### src/rtl/imm_extend_pipe_pkg.sv
// Shared types for the immediate extender: format selects, XLEN choices, skid buffer states.
// Compressed formats exist only when IMM_RVC_EN is defined; their codes stay reserved otherwise.
package HighLevelControl;

  localparam int XLEN_32 = 32;
  localparam int XLEN_64 = 64;

  // Fixed encodings so the compressed codes decode as undefined in a non-RVC build.
  typedef enum logic [3:0] {
    Imm11t0 = 4'd0,
    Imm4t0  = 4'd1,
    SType   = 4'd2,
    UType   = 4'd3,
    JType   = 4'd4,
    BType   = 4'd5
`ifdef IMM_RVC_EN
    ,
    CIType  = 4'd6,
    CJType  = 4'd7,
    CBType  = 4'd8
`endif
  } immSrc;

  typedef enum logic [1:0] {
    EMPTY = 2'd0,
    ONE   = 2'd1,
    FULL  = 2'd2
  } skidState_t;

endpackage

### src/rtl/imm_extend_pipe_format.sv
// Combinational immediate formatter (IMM_RVC_EN adds compressed formats); zero latency.
// No backpressure: pure function of Instr/ImmSrc, undefined selects give Imm=0, ImmErr=1.
module imm_format
  import HighLevelControl::*;
#(
  parameter int XLEN = 32
) (
  input  logic [31:0]     Instr,
  input  immSrc           ImmSrc,
`ifdef IMM_RVC_EN
  input  logic            IsCompressed,
`endif
  output logic [XLEN-1:0] Imm,
  output logic            ImmErr
);

  localparam int SHAMT_W = (XLEN == 64) ? 6 : 5;

  logic [31:0] val;
  logic        err;
  logic        unused_opcode;

  assign unused_opcode = ^Instr[6:0];

  always_comb begin
    val = 32'd0;
    err = 1'b0;
    case (ImmSrc)
      Imm11t0: val = 32'($signed(Instr[31:20]));
      Imm4t0:  val = 32'(Instr[20 +: SHAMT_W]);
      SType:   val = 32'($signed({Instr[31:25], Instr[11:7]}));
      UType:   val = {Instr[31:12], 12'b0};
      JType:   val = 32'($signed({Instr[31], Instr[19:12], Instr[20], Instr[30:21], 1'b0}));
      BType:   val = 32'($signed({Instr[31], Instr[7], Instr[30:25], Instr[11:8], 1'b0}));
`ifdef IMM_RVC_EN
      CIType:  val = 32'($signed({Instr[12], Instr[6:2]}));
      CJType:  val = 32'($signed({Instr[12], Instr[8], Instr[10:9], Instr[6], Instr[7],
                                  Instr[2], Instr[11], Instr[5:3], 1'b0}));
      CBType:  val = 32'($signed({Instr[12], Instr[6:5], Instr[2], Instr[11:10],
                                  Instr[4:3], 1'b0}));
`endif
      default: err = 1'b1;
    endcase
`ifdef IMM_RVC_EN
    // A format whose width disagrees with the instruction length is as bad as an unknown one.
    if ((ImmSrc inside {CIType, CJType, CBType}) != IsCompressed) begin
      val = 32'd0;
      err = 1'b1;
    end
`endif
  end

  assign Imm    = XLEN'($signed(val));
  assign ImmErr = err;

endmodule

### src/rtl/imm_extend_pipe.sv
// Pipelined immediate extender with 2-entry skid buffer (IMM_RVC_EN: compressed formats); 1-cycle latency.
// InReady is registered (low only when both entries are held); Flush empties the buffer.
module imm_extend_pipe
  import HighLevelControl::*;
#(
  parameter int XLEN = 32
) (
  input  logic            clk,
  input  logic            reset_n,
  input  logic            InValid,
  output logic            InReady,
  input  logic [31:0]     Instr,
  input  immSrc           ImmSrc,
`ifdef IMM_RVC_EN
  input  logic            IsCompressed,
`endif
  input  logic            Flush,
  output logic            OutValid,
  input  logic            OutReady,
  output logic [XLEN-1:0] Imm,
  output logic            ImmErr
);

  if (XLEN != XLEN_32 && XLEN != XLEN_64) begin : g_bad_xlen
    $error("imm_extend_pipe: XLEN must be 32 or 64");
  end

  skidState_t      state;
  logic [XLEN-1:0] head_imm, skid_imm, fmt_imm;
  logic            head_err, skid_err, fmt_err;
  logic            accept, retire;

  imm_format #(.XLEN(XLEN)) u_format (
    .Instr        (Instr),
    .ImmSrc       (ImmSrc),
`ifdef IMM_RVC_EN
    .IsCompressed (IsCompressed),
`endif
    .Imm          (fmt_imm),
    .ImmErr       (fmt_err)
  );

  assign InReady  = (state != FULL);
  assign OutValid = (state != EMPTY);
  assign Imm      = head_imm;
  assign ImmErr   = head_err;
  assign accept   = InValid & InReady;
  assign retire   = OutValid & OutReady;

  always_ff @(posedge clk or negedge reset_n) begin
    if (!reset_n) begin
      state    <= EMPTY;
      head_imm <= '0;
      head_err <= 1'b0;
      skid_imm <= '0;
      skid_err <= 1'b0;
    end else if (Flush) begin
      state <= EMPTY;
    end else begin
      case (state)
        EMPTY: if (accept) begin
          head_imm <= fmt_imm;
          head_err <= fmt_err;
          state    <= ONE;
        end
        ONE: begin
          if (accept && retire) begin
            head_imm <= fmt_imm;
            head_err <= fmt_err;
          end else if (accept) begin
            skid_imm <= fmt_imm;
            skid_err <= fmt_err;
            state    <= FULL;
          end else if (retire) begin
            state <= EMPTY;
          end
        end
        FULL: if (retire) begin
          head_imm <= skid_imm;
          head_err <= skid_err;
          state    <= ONE;
        end
        default: state <= EMPTY;
      endcase
    end
  end

`ifndef SYNTHESIS
  // Producer must hold a stalled beat until it is taken, unless the pipe is being flushed.
  a_invalid_held: assert property (@(posedge clk) disable iff (!reset_n)
    (InValid && !InReady && !Flush) |=> InValid);
`endif

endmodule

### config.mk
export PLATFORM = sky130hd
export DESIGN_NAME = imm_extend_pipe
export DESIGN_NICKNAME = d
export VERILOG_FILES = /design/src/rtl/imm_extend_pipe_pkg.sv /design/src/rtl/imm_extend_pipe_format.sv /design/src/rtl/imm_extend_pipe.sv
export SDC_FILE = /design/constraint.sdc
export NUM_CORES = 1
export LEC_CHECK = 0
export ABC_AREA = 1
export ABC_CLOCK_PERIOD_IN_PS = 1600
export CAP_MARGIN = 20
export CORE_MARGIN = 2
export CORE_UTILIZATION = 46
export CTS_CLUSTER_SIZE = 20
export DETAILED_ROUTE_END_ITERATION = 10
export GPL_ROUTABILITY_DRIVEN = 0
export GPL_TIMING_DRIVEN = 0
export PLACE_DENSITY = 0.74
export SLEW_MARGIN = 20
export SYNTH_ARGS = -nofsm -noshare
export SYNTH_HDL_FRONTEND = slang
export SYNTH_SLANG_ARGS = --single-unit
export TNS_END_PERCENT = 5
### constraint.sdc
create_clock -name clk -period 1.6 [get_ports clk]
set_input_delay 0.48 -clock clk [delete_from_list [all_inputs] [get_ports clk]]
set_output_delay 0.48 -clock clk [all_outputs]
set_load 0.005 [all_outputs]
---- After elaboration in Yosys (flattened, before gate mapping) ----
Cells that the tools add are included.
storage, ports and cells
  bits in registers ....................... 68
  word-level logic and storage cells ...... 50
operators by class
  bitwise gates (word level) .............. 4
  muxes and demuxes ....................... 17
  eq/ne operators ......................... 15
  reductions and logical operators ........ 9
operator list
  operator                                        count
  case mux 32 bit (6 select lines)                1
  2-to-1 mux 32 bit                               3
  case mux 32 bit (3 select lines)                1
  2-to-1 mux 2 bit                                6
  != test 3 bit (second input constant)           3
  == test 4 x 2 -> 1 bit (second input constant)  2
  == test 4 x 3 -> 1 bit (second input constant)  2
  != test 2 bit (second input constant)           4
  AND reduction 4 bit                             2
  case mux 2 bit (3 select lines)                 1
  OR reduction 6 bit                              1
  AND reduction 5 bit                             1
  == test 4 x 1 -> 1 bit (second input constant)  1
  logical NOT 4 bit                               1
  2-to-1 mux 1 bit                                4
  != test 4 bit (second input constant)           1
  case mux 1 bit (3 select lines)                 1
  nonzero test 3 bit                              1
  AND 1 bit                                       2
  == test 2 x 1 -> 1 bit (second input constant)  1
  == test 2 bit (second input constant)           1
  logical NOT 2 bit                               1
  inverter 1 bit                                  2
  nonzero test 2 bit                              1
  logical AND 1 bit                               1

---- Longest topological paths before layout ----
  depth after elaboration ................. 7
  mapped depth ............................ 9
  mapped depth without buffers ............ 8

---- By module ----
Synthesis repeated with hierarchy kept, for this count alone.
second synthesis, totals
  cells, all modules ...................... 526
  area total of the unflattened synthesis .. 3,798.6 um^2
by module, submodules not included
  module           seq. area each (um^2)  instances  area each (um^2)  cells each
  imm_extend_pipe  1,701.6                1          3,342.0           425
  imm_format       0.0                    1          456.7             101

---- Worst setup path after synthesis ----
Ideal clock, no wire load.
  path type ............................... reg2out
  start point ............................. register state[0]
  end point ............................... output port InReady
  stages on the path, launching flop included .. 5
  required time ........................... 1.120 ns
  buffers on the path ..................... 2
  data arrival time ....................... 0.839 ns
  slack ................................... 0.281 ns
  cell sequence ........................... dfrtp_1 inv_2 nand2_1 buf_2 buf_2
on the way
  longest elaborated chain between the ends .. 1
RTL lines
  item                    line                   source
  from (decl)             imm_extend_pipe.sv:28  skidState_t state;
  from (signal assigned)  imm_extend_pipe.sv:52  state <= EMPTY;
  from (signal assigned)  imm_extend_pipe.sv:58  state <= EMPTY;
  from (signal assigned)  imm_extend_pipe.sv:64  state <= ONE;
  != test 2 bit           imm_extend_pipe.sv:43  assign InReady = (state != FULL);
  to (decl)               imm_extend_pipe.sv:11  output logic InReady,
No other way between the ends.

---- Worst setup path in the final report ----
Same ends and word-level chain as after synthesis.

==> impl_results.md <==
* Synthesis-stage register bit count at 68
* Xor-xnor portion of the synthesized cell area at 0
* Largest net degree at the start of global routing at 42
* Vias in the first global route at 3493
* Final-report max-slew violation count at 0
* Setup crit end: InReady
* Leading area contributor after synthesis: dfrtp_1
* Min-Delay Path Class: input port to async pin
* CTS Buffer Depth at 2
* Req. time, crit path at 1.12 ns
* Post-route setup slack at -0.124 ns
* Compound-Gate Fraction of Synth Area at 0.0215
* FMAX at 0.580 GHz
* CTS root buf: clkbuf_8
* Number of max-cap violations at 0
* Placed cells at 666
* Setup violations, final at 2
* Adder-Cell Fraction of Synth Area at 0
* Die Footprint at 0.00829 mm2
* Worst EP arrival at 1.24 ns
* Routed len/inst at 14.4 um
* Die Ht at 91.1 um
* Syn Inst Count at 498
* Reg2reg start: state[0]
* Mapped cell area at 0.00349 mm2
* CP Capture Type: output pin
* Synth top area share at 0.488
* # rows at 31
* Synth area leaders: dfrtp_1 (49%), nand2_1 (28%), nor2_1 (7.6%)
* Area share of and/or/nand/nor cells after synthesis at 0.433
* Critical R2R Capture: Imm[1]
* Unrepaired setup endpoints after global routing: true
* Crit-path max FO at 4
* Core box area at 0.00729 mm2
* Synth cell types at 20
* Grt ovf at 0
* H-tree depth at 3
* Routed Antenna Nets at 0
* Ports at 76
* Ant. Diodes at 0
* First-pass GRT wire length at 16.0 mm
* Clock skew at 0.00811 ns
* CP startpoint kind: flip-flop
* Worst VDD drop at 0.485 mV
* Failing checks: negative setup slack
* Final Util at 0.649
* Drt pass-1 iters at 5
* Syn Area/Cell at 7.00 um2
* Port Buf Inserts at 68
* Nets at 633
* Post-synth top flop: dfrtp_1
* Post-synth ARST share at 1.00
* Least-Margin Pin Slew at 0.398 ns
* Vias at 3631
* Final wirelength at 10.0 mm
* Yosys warns at 0
* Cts hold-fix bufs at 0
* Main combinational cell family by area after synthesis: simple AND/OR/NAND/NOR gates
* Crit path time final at 1.72 ns
* Final hold vios at 0
* Relative slew slack at 0.735
* Status: finished with violations
* CTS Sinks at 68
* Slack of the worst reg-to-reg path at 0.04 ns
* Cell area after layout at 0.00473 mm2
* Place WS at -0.482 ns
* Syn Nets at 539
* Area of placed instances at 0.00431 mm2
* Static Leak at 2.94 nW
* Final non-filler cell total at 696
* DP HPWL at 6.84 mm
* Post-synth EDFFs at 0
* CTS tree: done
* Skew-Pair Late Insertion Delay at 0.36 ns
* Initial antenna violation count at 0
* Die width at 91.1 um
* Multiplexer area fraction after synthesis at 0
* Critical setup path kind: flip-flop to output pin
* Pwr/cell area at 1050 mW/mm2
* Most common cell in the netlist: nand2_1
* Post-route clock period utilization at 1.08
* Total CTS buffers at 9
* Seq/Total Area, Yosys at 0.488
* DR iter-0 viols at 264
* Crit. Startpoint: state[0]
* Synth cell count leaders: nand2_1 (257), nor2_1 (71), dfrtp_1 (68)
* Area delta synth->final at 35.6%
* GRT Total Usage at 0.245
* DRC Markers at 0
* Share of cells above drive strength 1 at 0.132
* Initial core utilization at 0.478
* Worst Reg2Reg Path Length in Cells at 10
* Drt via density at 5.22
* Clk slew on worst S/H paths at 0.08 ns
## state kept, by name, indices dropped and copies added, names as in the netlist
signal / count
skid_err: 1
ImmErr: 1
state: 2
skid_imm: 32
Imm: 32
## critical path, cell delays in order, from the launching register on
cell and delay [ns]:
dfrtp_1 0.39, inv_2 0.09, nand2_4 0.05, buf_6 0.12, buf_8 0.12, buf_6 0.11
## cells by family after synthesis
family                 Yosys count
AOI/OAI and AO/OA               15
DFF                             68
and+or+nand+nor                375
buffers and inverters           40
## worst min path at each step
stage               slack, ns  depth (start not counted)           end
floorplan                0.18                          0        ImmErr
global placement         0.46                          2       Imm[30]
detailed placement       0.43                          1  skid_imm[28]
CTS                      0.04                          1  skid_imm[28]
global route             0.06                          1  skid_imm[28]
finish                   0.03                          1  skid_imm[28]
## per-stage QoR
stage	power (mW)	setup TNS [ns]	hold slack (ns)
floorplan	2.63	0	0.184
global placement	3.17	-181.58	0.461
global route	5.21	-0.458	0.0620
CTS	4.95	-0.237	0.0409
detailed placement	3.20	-27.76	0.429
finish	4.96	-0.204	0.0341
## routing by layer
layer	up-vias	GRT usage	share of wire
met1	1709	0.316	0.43
met4	0	0.128	0.036
met2	165	0.396	0.46
met3	32	0.0407	0.068
met5	-	0	0
li1	1725	-	-
## power by group
group          internal [mW]  switching [mW]
logic                  0.473           0.527
clock network           1.13           0.697
registers               2.00           0.144
## repair_timing
item	in CTS	in global routing
endpoints found under the hold margin	0	0
setup endpoints to repair	80	67
resized for setup	59	23
buffers inserted	7	6
gates cloned	0	1
pin swaps	1	1
## layout make-up
cell class	instances	area, um2
plain buffers	25	190
clock buffers	11	151
clock inverters	5	106
fillers	668	2560
inverters	15	58.8
multi-input cells	390	1620
flip-flops and latches	68	1700
well taps	99	124
repair buffers	83	782
## layout by cell type, fill, tap and decap left out, types with 2 or more instances in the layout
| master | count |
|---|---|
| nand2_4 | 2 |
| inv_2 | 3 |
| clkbuf_4 | 2 |
| nand2_1 | 255 |
| clkdlybuf4s50_1 | 25 |
| buf_2 | 9 |
| nor2_2 | 4 |
| nor2_1 | 68 |
| clkbuf_8 | 11 |
| nand2_2 | 5 |
| nand4_1 | 15 |
| buf_6 | 7 |
| nand3_2 | 3 |
| inv_1 | 11 |
| dfrtp_1 | 68 |
| o21ai_0 | 12 |
| dlygate4sd2_1 | 36 |
| bufinv_16 | 3 |
| nand3_1 | 22 |
| buf_4 | 19 |
| dlymetal6s2s_1 | 4 |
| clkbuf_2 | 3 |
(Power assumes the default switching activity.)
